File: src/rtl/change_dispenser.sv
// Coin change dispenser: issues one hopper eject request at a time, always picking the
// lowest-index coin type that fits, with an acknowledge timeout and a sticky fault.
module change_dispenser #(
    parameter int TIMEOUT = 200
) (
    input  logic        I_CLK,
    input  logic        I_RESET,
    input  logic        I_START,
    input  logic [15:0] I_AMOUNT,
    input  logic [5:0]  I_EMPTY,
    input  logic        I_COIN_ACK,
    output logic        O_COIN_REQ,
    output logic [2:0]  O_COIN_TYPE,
    output logic [15:0] O_REMAIN,
    output logic [7:0]  O_COUNT,
    output logic        O_BUSY,
    output logic        O_DONE,
    output logic        O_FAULT
);

    typedef enum logic [2:0] {
        IDLE,
        SELECT,
        REQ,
        DONE,
        FAULT
    } state_t;

    state_t     state;
    logic [7:0] timer;
    logic       sel_found;
    logic [2:0] sel_type;

    function automatic logic [15:0] coin_value(input logic [2:0] coin);
        case (coin)
            3'd0:    coin_value = 16'd500;
            3'd1:    coin_value = 16'd100;
            3'd2:    coin_value = 16'd25;
            3'd3:    coin_value = 16'd10;
            3'd4:    coin_value = 16'd5;
            default: coin_value = 16'd1;
        endcase
    endfunction

    // Scan from the smallest coin upward so the lowest qualifying index wins.
    always_comb begin
        // NOTE: defaults first so every path assigns both signals and no latch is inferred.
        sel_found = 1'b0;
        sel_type  = 3'd0;
        for (int i = 5; i >= 0; i--) begin
            if (!I_EMPTY[i] && coin_value(3'(i)) <= O_REMAIN) begin
                sel_found = 1'b1;
                sel_type  = 3'(i);
            end
        end
    end

    // NOTE: all state and outputs use non-blocking assignments so every register
    // updates from values sampled before the edge.
    always_ff @(posedge I_CLK) begin
        if (I_RESET) begin
            state       <= IDLE;
            timer       <= 8'd0;
            O_COIN_REQ  <= 1'b0;
            O_COIN_TYPE <= 3'd0;
            O_REMAIN    <= 16'd0;
            O_COUNT     <= 8'd0;
            O_BUSY      <= 1'b0;
            O_DONE      <= 1'b0;
            O_FAULT     <= 1'b0;
        end else begin
            case (state)
                IDLE: begin
                    if (I_START) begin
                        O_REMAIN <= I_AMOUNT;
                        O_COUNT  <= 8'd0;
                        O_BUSY   <= 1'b1;
                        if (I_AMOUNT == 16'd0) begin
                            O_DONE <= 1'b1;
                            state  <= DONE;
                        end else begin
                            state <= SELECT;
                        end
                    end
                end
                SELECT: begin
                    if (O_REMAIN == 16'd0) begin
                        O_DONE <= 1'b1;
                        state  <= DONE;
                    end else if (sel_found) begin
                        O_COIN_TYPE <= sel_type;
                        O_COIN_REQ  <= 1'b1;
                        timer       <= 8'd0;
                        state       <= REQ;
                    end else begin
                        O_FAULT <= 1'b1;
                        state   <= FAULT;
                    end
                end
                REQ: begin
                    // An acknowledge in the last allowed cycle beats the timeout.
                    if (I_COIN_ACK) begin
                        O_REMAIN   <= O_REMAIN - coin_value(O_COIN_TYPE);
                        O_COUNT    <= (O_COUNT == 8'd255) ? O_COUNT : O_COUNT + 8'd1;
                        O_COIN_REQ <= 1'b0;
                        state      <= SELECT;
                    end else if (timer == 8'(TIMEOUT - 1)) begin
                        O_COIN_REQ <= 1'b0;
                        O_FAULT    <= 1'b1;
                        state      <= FAULT;
                    end else begin
                        timer <= timer + 8'd1;
                    end
                end
                DONE: begin
                    O_DONE <= 1'b0;
                    O_BUSY <= 1'b0;
                    state  <= IDLE;
                end
                FAULT: begin
                    O_FAULT    <= 1'b1;
                    O_BUSY     <= 1'b1;
                    O_COIN_REQ <= 1'b0;
                end
                default: state <= IDLE;
            endcase
        end
    end

endmodule

File: config.mk
export PLATFORM = sky130hd
export DESIGN_NAME = change_dispenser
export DESIGN_NICKNAME = d
export VERILOG_FILES = /design/src/rtl/change_dispenser.sv
export SDC_FILE = /design/constraint.sdc
export NUM_CORES = 1
export LEC_CHECK = 0
export CAP_MARGIN = 0
export CORE_ASPECT_RATIO = 0.75
export CORE_MARGIN = 3
export CORE_UTILIZATION = 48
export DETAILED_ROUTE_END_ITERATION = 12
export PLACE_DENSITY_LB_ADDON = 0.1
export SLEW_MARGIN = 25
export SYNTH_ARGS = -nofsm -noshare
export SYNTH_HDL_FRONTEND = slang
export SYNTH_SLANG_ARGS = --single-unit
File: constraint.sdc
create_clock -name I_CLK -period 4 [get_ports I_CLK]
set_clock_uncertainty 0.15 [all_clocks]
set_input_delay 1 -clock I_CLK [delete_from_list [all_inputs] [get_ports I_CLK]]
set_output_delay 1 -clock I_CLK [all_outputs]
set_load 0.02 [all_outputs]
# Word-level counts from Yosys, hierarchy flattened
# Cells that the tools add are included.
[word_totals]
regBits = 42
wordCells = 123
[classes]
bitwise_logic = 2
n_eq_ne = 22
magnitude_cmp = 6
mux = 51
n_reduce_logical = 30
add_sub_neg = 3
[ops]
columns = ["op", "n"]
rows = [
  ["16-bit two-way mux", 5],
  ["8-bit two-way mux", 7],
  ["9-bit one-hot mux with 5 select lines", 1],
  ["3-bit two-way mux", 11],
  ["16-bit zero test", 2],
  ["16-bit one-hot mux with 2 select lines", 1],
  ["8-bit one-hot mux with 2 select lines", 2],
  ["2-bit inequality test (second input constant)", 11],
  ["1-bit two-way mux", 18],
  ["8-bit by 1-bit adder with 8-bit output (second input constant)", 2],
  ["8-bit == test (second input constant)", 2],
  ["1-bit by 16-bit less-or-equal comparator with 1-bit output (first input constant)", 1],
  ["3-bit by 16-bit less-or-equal comparator with 1-bit output (first input constant)", 1],
  ["4-bit by 16-bit less-or-equal comparator with 1-bit output (first input constant)", 1],
  ["5-bit by 16-bit less-or-equal comparator with 1-bit output (first input constant)", 1],
  ["7-bit by 16-bit less-or-equal comparator with 1-bit output (first input constant)", 1],
  ["9-bit by 16-bit less-or-equal comparator with 1-bit output (first input constant)", 1],
  ["16-bit subtractor", 1],
  ["3-bit by 2-bit == test with 1-bit output (second input constant)", 4],
  ["1-bit one-hot mux with 3 select lines", 4],
  ["3-bit one-hot mux with 4 select lines", 1],
  ["4-bit AND reduction", 3],
  ["5-bit AND reduction", 2],
  ["3-bit AND reduction", 3],
  ["other kinds (11)", 28],
]

# Logic depth before layout (Yosys ltp)
[logic_depth]
word_depth = 11
mapped_depth = 12

# Least setup slack after synthesis
# No wires, ideal clock.
[synth_path]
path_type = "register to register"
start = "register O_COIN_TYPE[1]"
end = "register O_REMAIN[15]"
stages_incl_launch_ff = 11
path_slack_ns = 0.935
path_buffers = 0
required_ns = 3.733
period_less_slack_ns = 3.065
setup_time_ns = 0.117
t_arrival_ns = 2.798
path_cell_list = "dfxtp_1 nand2b_1 or2_2 ha_1 nor2b_1 o21ai_2 a21boi_1 or4_1 a31o_2 or4_1 a32o_1"
[synth_via]
elab_chain_cells = 8
word_cells_on_any_way = 12
[synth_lines]
columns = ["item", "line_no", "rtl"]
rows = [
  ["start: declaration", "13", "output logic [2:0] O_COIN_TYPE,"],
  ["start signal: assignment", "91", "O_COIN_TYPE <= sel_type;"],
  ["3-bit == test, or another cell as far along", "35", "case (coin)"],
  ["9-bit one-hot mux with 5 select lines *", "35", ""],
  ["16-bit two-way mux *", "102", "if (I_COIN_ACK) begin"],
  ["16-bit two-way mux *", "72", "case (state)"],
  ["16-bit two-way mux *", "61", "if (I_RESET) begin"],
  ["16-bit subtractor *", "103", "O_REMAIN <= O_REMAIN - coin_value(O_COIN_TYPE);"],
  ["16-bit two-way mux *", "102", ""],
  ["16-bit one-hot mux with 2 select lines *", "72", ""],
  ["end signal: assignment", "103", ""],
  ["end: declaration", "14", "output logic [15:0] O_REMAIN,"],
]
# Mark *: on every way between the ends. The rest lies on a longest branch, timed or not. The select of a mux whose other input is x is not followed.
# A chain may end at the register's enable or synchronous reset.

# Worst setup path in the final report
[layout_path]
start = "register O_COIN_TYPE[2]"
end = "register O_REMAIN[15]"
# The elaborated chain is that of the path after synthesis.

==> flow_metrics.tcl <==
set metrics [dict create \
    synth_common_cells "dfxtp_1 (42), nor2_1 (39), nand2_1 (33)" \
    syn-instance-count 368 \
    netlist_area_mm2 0.002819 \
    cp-startpoint "O_COIN_TYPE[2]" \
    p_comb_share_pct 60.4 \
    crit_fanout 8 \
    worstPathArrival_ps 3250 \
    wl_um 7694 \
    drtIter0Drc 273 \
    fin_ws_ps 785.5 \
    worstPathRequired_ps 4030 \
    worstSetupPathType "reg2reg" \
    status "completed" \
    hold_viol 0 \
    tritoncts "built" \
    worstMarginPinSlew_ps 625.8 \
    vdd_drop_max_v 0.0003711 \
    end_kind "register" \
    fin_crit_sh_pct 80.36 \
    hold_buffers 0 \
    synth-async-reset-ratio_pct 0 \
    grt_antenna_before_repair 0 \
    ys_ff_latch 42 \
    seq_power_share_pct 28.9 \
    swShare_pct 48.07 \
    die_area_mm2 0.006838 \
    wl_per_cell_um 15.61 \
    max_cap_viol_count 0 \
    yosysMostFrequentCell "dfxtp_1" \
    core_area_mm2 0.005497 \
    rrSetupSlack_ps 790 \
    yosysWarnings 0 \
    fmax_mhz 311.1 \
    grt_pass1_wl_um 13080 \
    via_count 2937 \
    cp_slowest_cell "or4_1" \
    route.detailed.drc 0 \
    postLayoutCellArea_mm2 0.003510 \
    clock_power_share_pct 10.7 \
    cts.clk_slew.worst_paths_ps 80 \
    gp_congestion 0.8724 \
    hold_slack_ps 302.7 \
    avgViaCountPerCell 5.957 \
    num_antenna_cells 0 \
    utilization_pct 63.85 \
    hp-start "O_FAULT" \
    intPower_w 0.001250 \
    reg2reg_from "O_COIN_TYPE[2]" \
    yosys.area.top_type "dfxtp_1" \
    synth_area_leaders "dfxtp_1 (30%), ha_1 (5.3%), nor2_1 (5.2%)" \
    power_density_mw_per_mm2 685.9 \
    hold_depth 2 \
    htree_levels 2 \
    max_stage_delay_ps 470 \
    ctsResizeCount 0 \
    slew_headroom_pct 58.28 \
    setup-tns-final_ps 0 \
    area_delta_synth_final_pct 24.50 \
    die_h_um 72.37 \
    grt_max_degree 28 \
    drive_gt1_share_pct 8.134 \
    cts_sinks 42 \
    startpoint_type "register" \
    ant_nets 0 \
    first_global_vias 2699 \
    worstHoldPathType "reg2reg" \
    cp_common_cell "or4_1" \
    worstSkewPairLatency_ps 290 \
    cts-root-buf "clkbuf_8" \
    post_cts_buffers 0 \
    final_max_slew_viol_count 0 \
    num_rows 23 \
    die_w_um 94.49 \
    dr.pass1.iters 4 \
    power_leakage_nw 1.320 \
    syn_nets 407 \
    synth.distinct_cells 59 \
    synth_top_area_share_pct 29.83 \
    cts_buffers 5 \
    clk_path_buf_depth 2 \
    cp_cell_sequence "nand2b_1 > or2_2 > ha_1 > nor2b_1 > o21ai_2 > a21boi_1 > or4_1 > a31o_2 > or4_1 > a32o_1" \
    place_ws_ps 788.1 \
    initial_core_util_pct 51.29 \
    syn-mean-instance-area_um2 7.660 \
    switchingPower_w 0.001157 \
    grt_usage_pct 23.85 \
    overflow 0 \
    pin_count 57 \
    dp_hpwl_um 5788 \
    finalSetupViolations 0 \
    fin_nets 457 \
    r2r-end "O_REMAIN[15]" \
    reg2regPathDepth 10 \
    synthFlopType "dfxtp_1" \
    worstHoldEndpoint "O_FAULT" \
    synth_seq_area_share_pct 29.83 \
    rsz0062_at_grt "false" \
    synth_edf_count 0 \
    placed_area_mm2 0.003431 \
    portBuffers 56 \
    post-route-min-period_ps 3214 \
]
==> cell usage in the layout (no fill, tap or decap), types with 6 or more instances in the layout <==
cell	instances
o21ai_0	20
a21oi_1	28
clkdlybuf4s50_1	56
nor4_1	7
and3_1	11
nor3_1	14
nand4_1	6
nand2b_1	7
nand3_1	17
a31oi_1	6
inv_1	12
a211oi_1	8
nand2_1	33
ha_1	12
dfxtp_1	42
nor2_1	39
==> power by group through the flow <==
stage	registers [W]	clock network, W	logic, W
finish	0.000695	0.000259	0.00145
global route	0.000720	0.000290	0.00161
CTS	0.000691	0.000267	0.00144
detailed placement	0.000699	0	0.00143
global placement	0.000699	0	0.00142
floorplan	0.000739	0	0.000946
==> per-layer routing <==
layer / GRT usage (%) / up-vias / wire length (um)
li1: - / 1482 / -
met1: 37.40 / 1350 / 3949
met2: 33.41 / 98 / 3171
met3: 4.870 / 7 / 521
met4: 4.800 / 0 / 52
met5: 0 / - / 0
==> stage by stage <==
step           power, W  std cells
6_report       0.002407        493
5_1_grt        0.002622        493
4_1_cts        0.002395        493
3_5_place_dp   0.002127        486
3_3_place_gp   0.002119        486
2_1_floorplan  0.001685        368
==> worst max path at each step <==
stage / slack, ps / endpoint / cells after the start
detailed placement: 790 / O_REMAIN[13] / 6
floorplan: 930 / O_REMAIN[15] / 10
global placement: 850 / O_REMAIN[13] / 6
CTS: 800 / O_REMAIN[15] / 10
global route: 640 / O_REMAIN[15] / 10
finish: 790 / O_REMAIN[15] / 10
==> sequential cells by signal (all words and copies together) (netlist names) <==
name / count
O_COIN_TYPE: 3
state: 3
O_REMAIN: 16
O_BUSY: 1
O_DONE: 1
timer: 8
O_COIN_REQ: 1
O_COUNT: 8
O_FAULT: 1
==> cell type report <==
class,instances,area [um^2]
multi-input combinational,296,1853
inverter,12,45.04
clock buffer,5,68.82
clock inverter,2,10.01
tap,75,93.84
sequential,42,840.8
fill,492,1987
timing repair buffer,61,598.1
==> critical path: cells and delay by family (launching register included) <==
kind | cells | cell delay [ps]
flip-flops | 1 | 370
adder cells (fa/ha/maj) | 1 | 270
AND/OR/NAND/NOR | 5 | 1530
AO/OA/AOI/OAI | 4 | 780
==> cells by family after synthesis <==
logic type	after synthesis	synth area share (%)
fa+ha+maj	14	6.391
buf+inv	30	4.438
xor+xnor	9	2.796
mux	5	1.997
flops	42	29.83
simple gates	164	30.00
compound gates	104	24.55
Power figures use the tool's default switching activity.
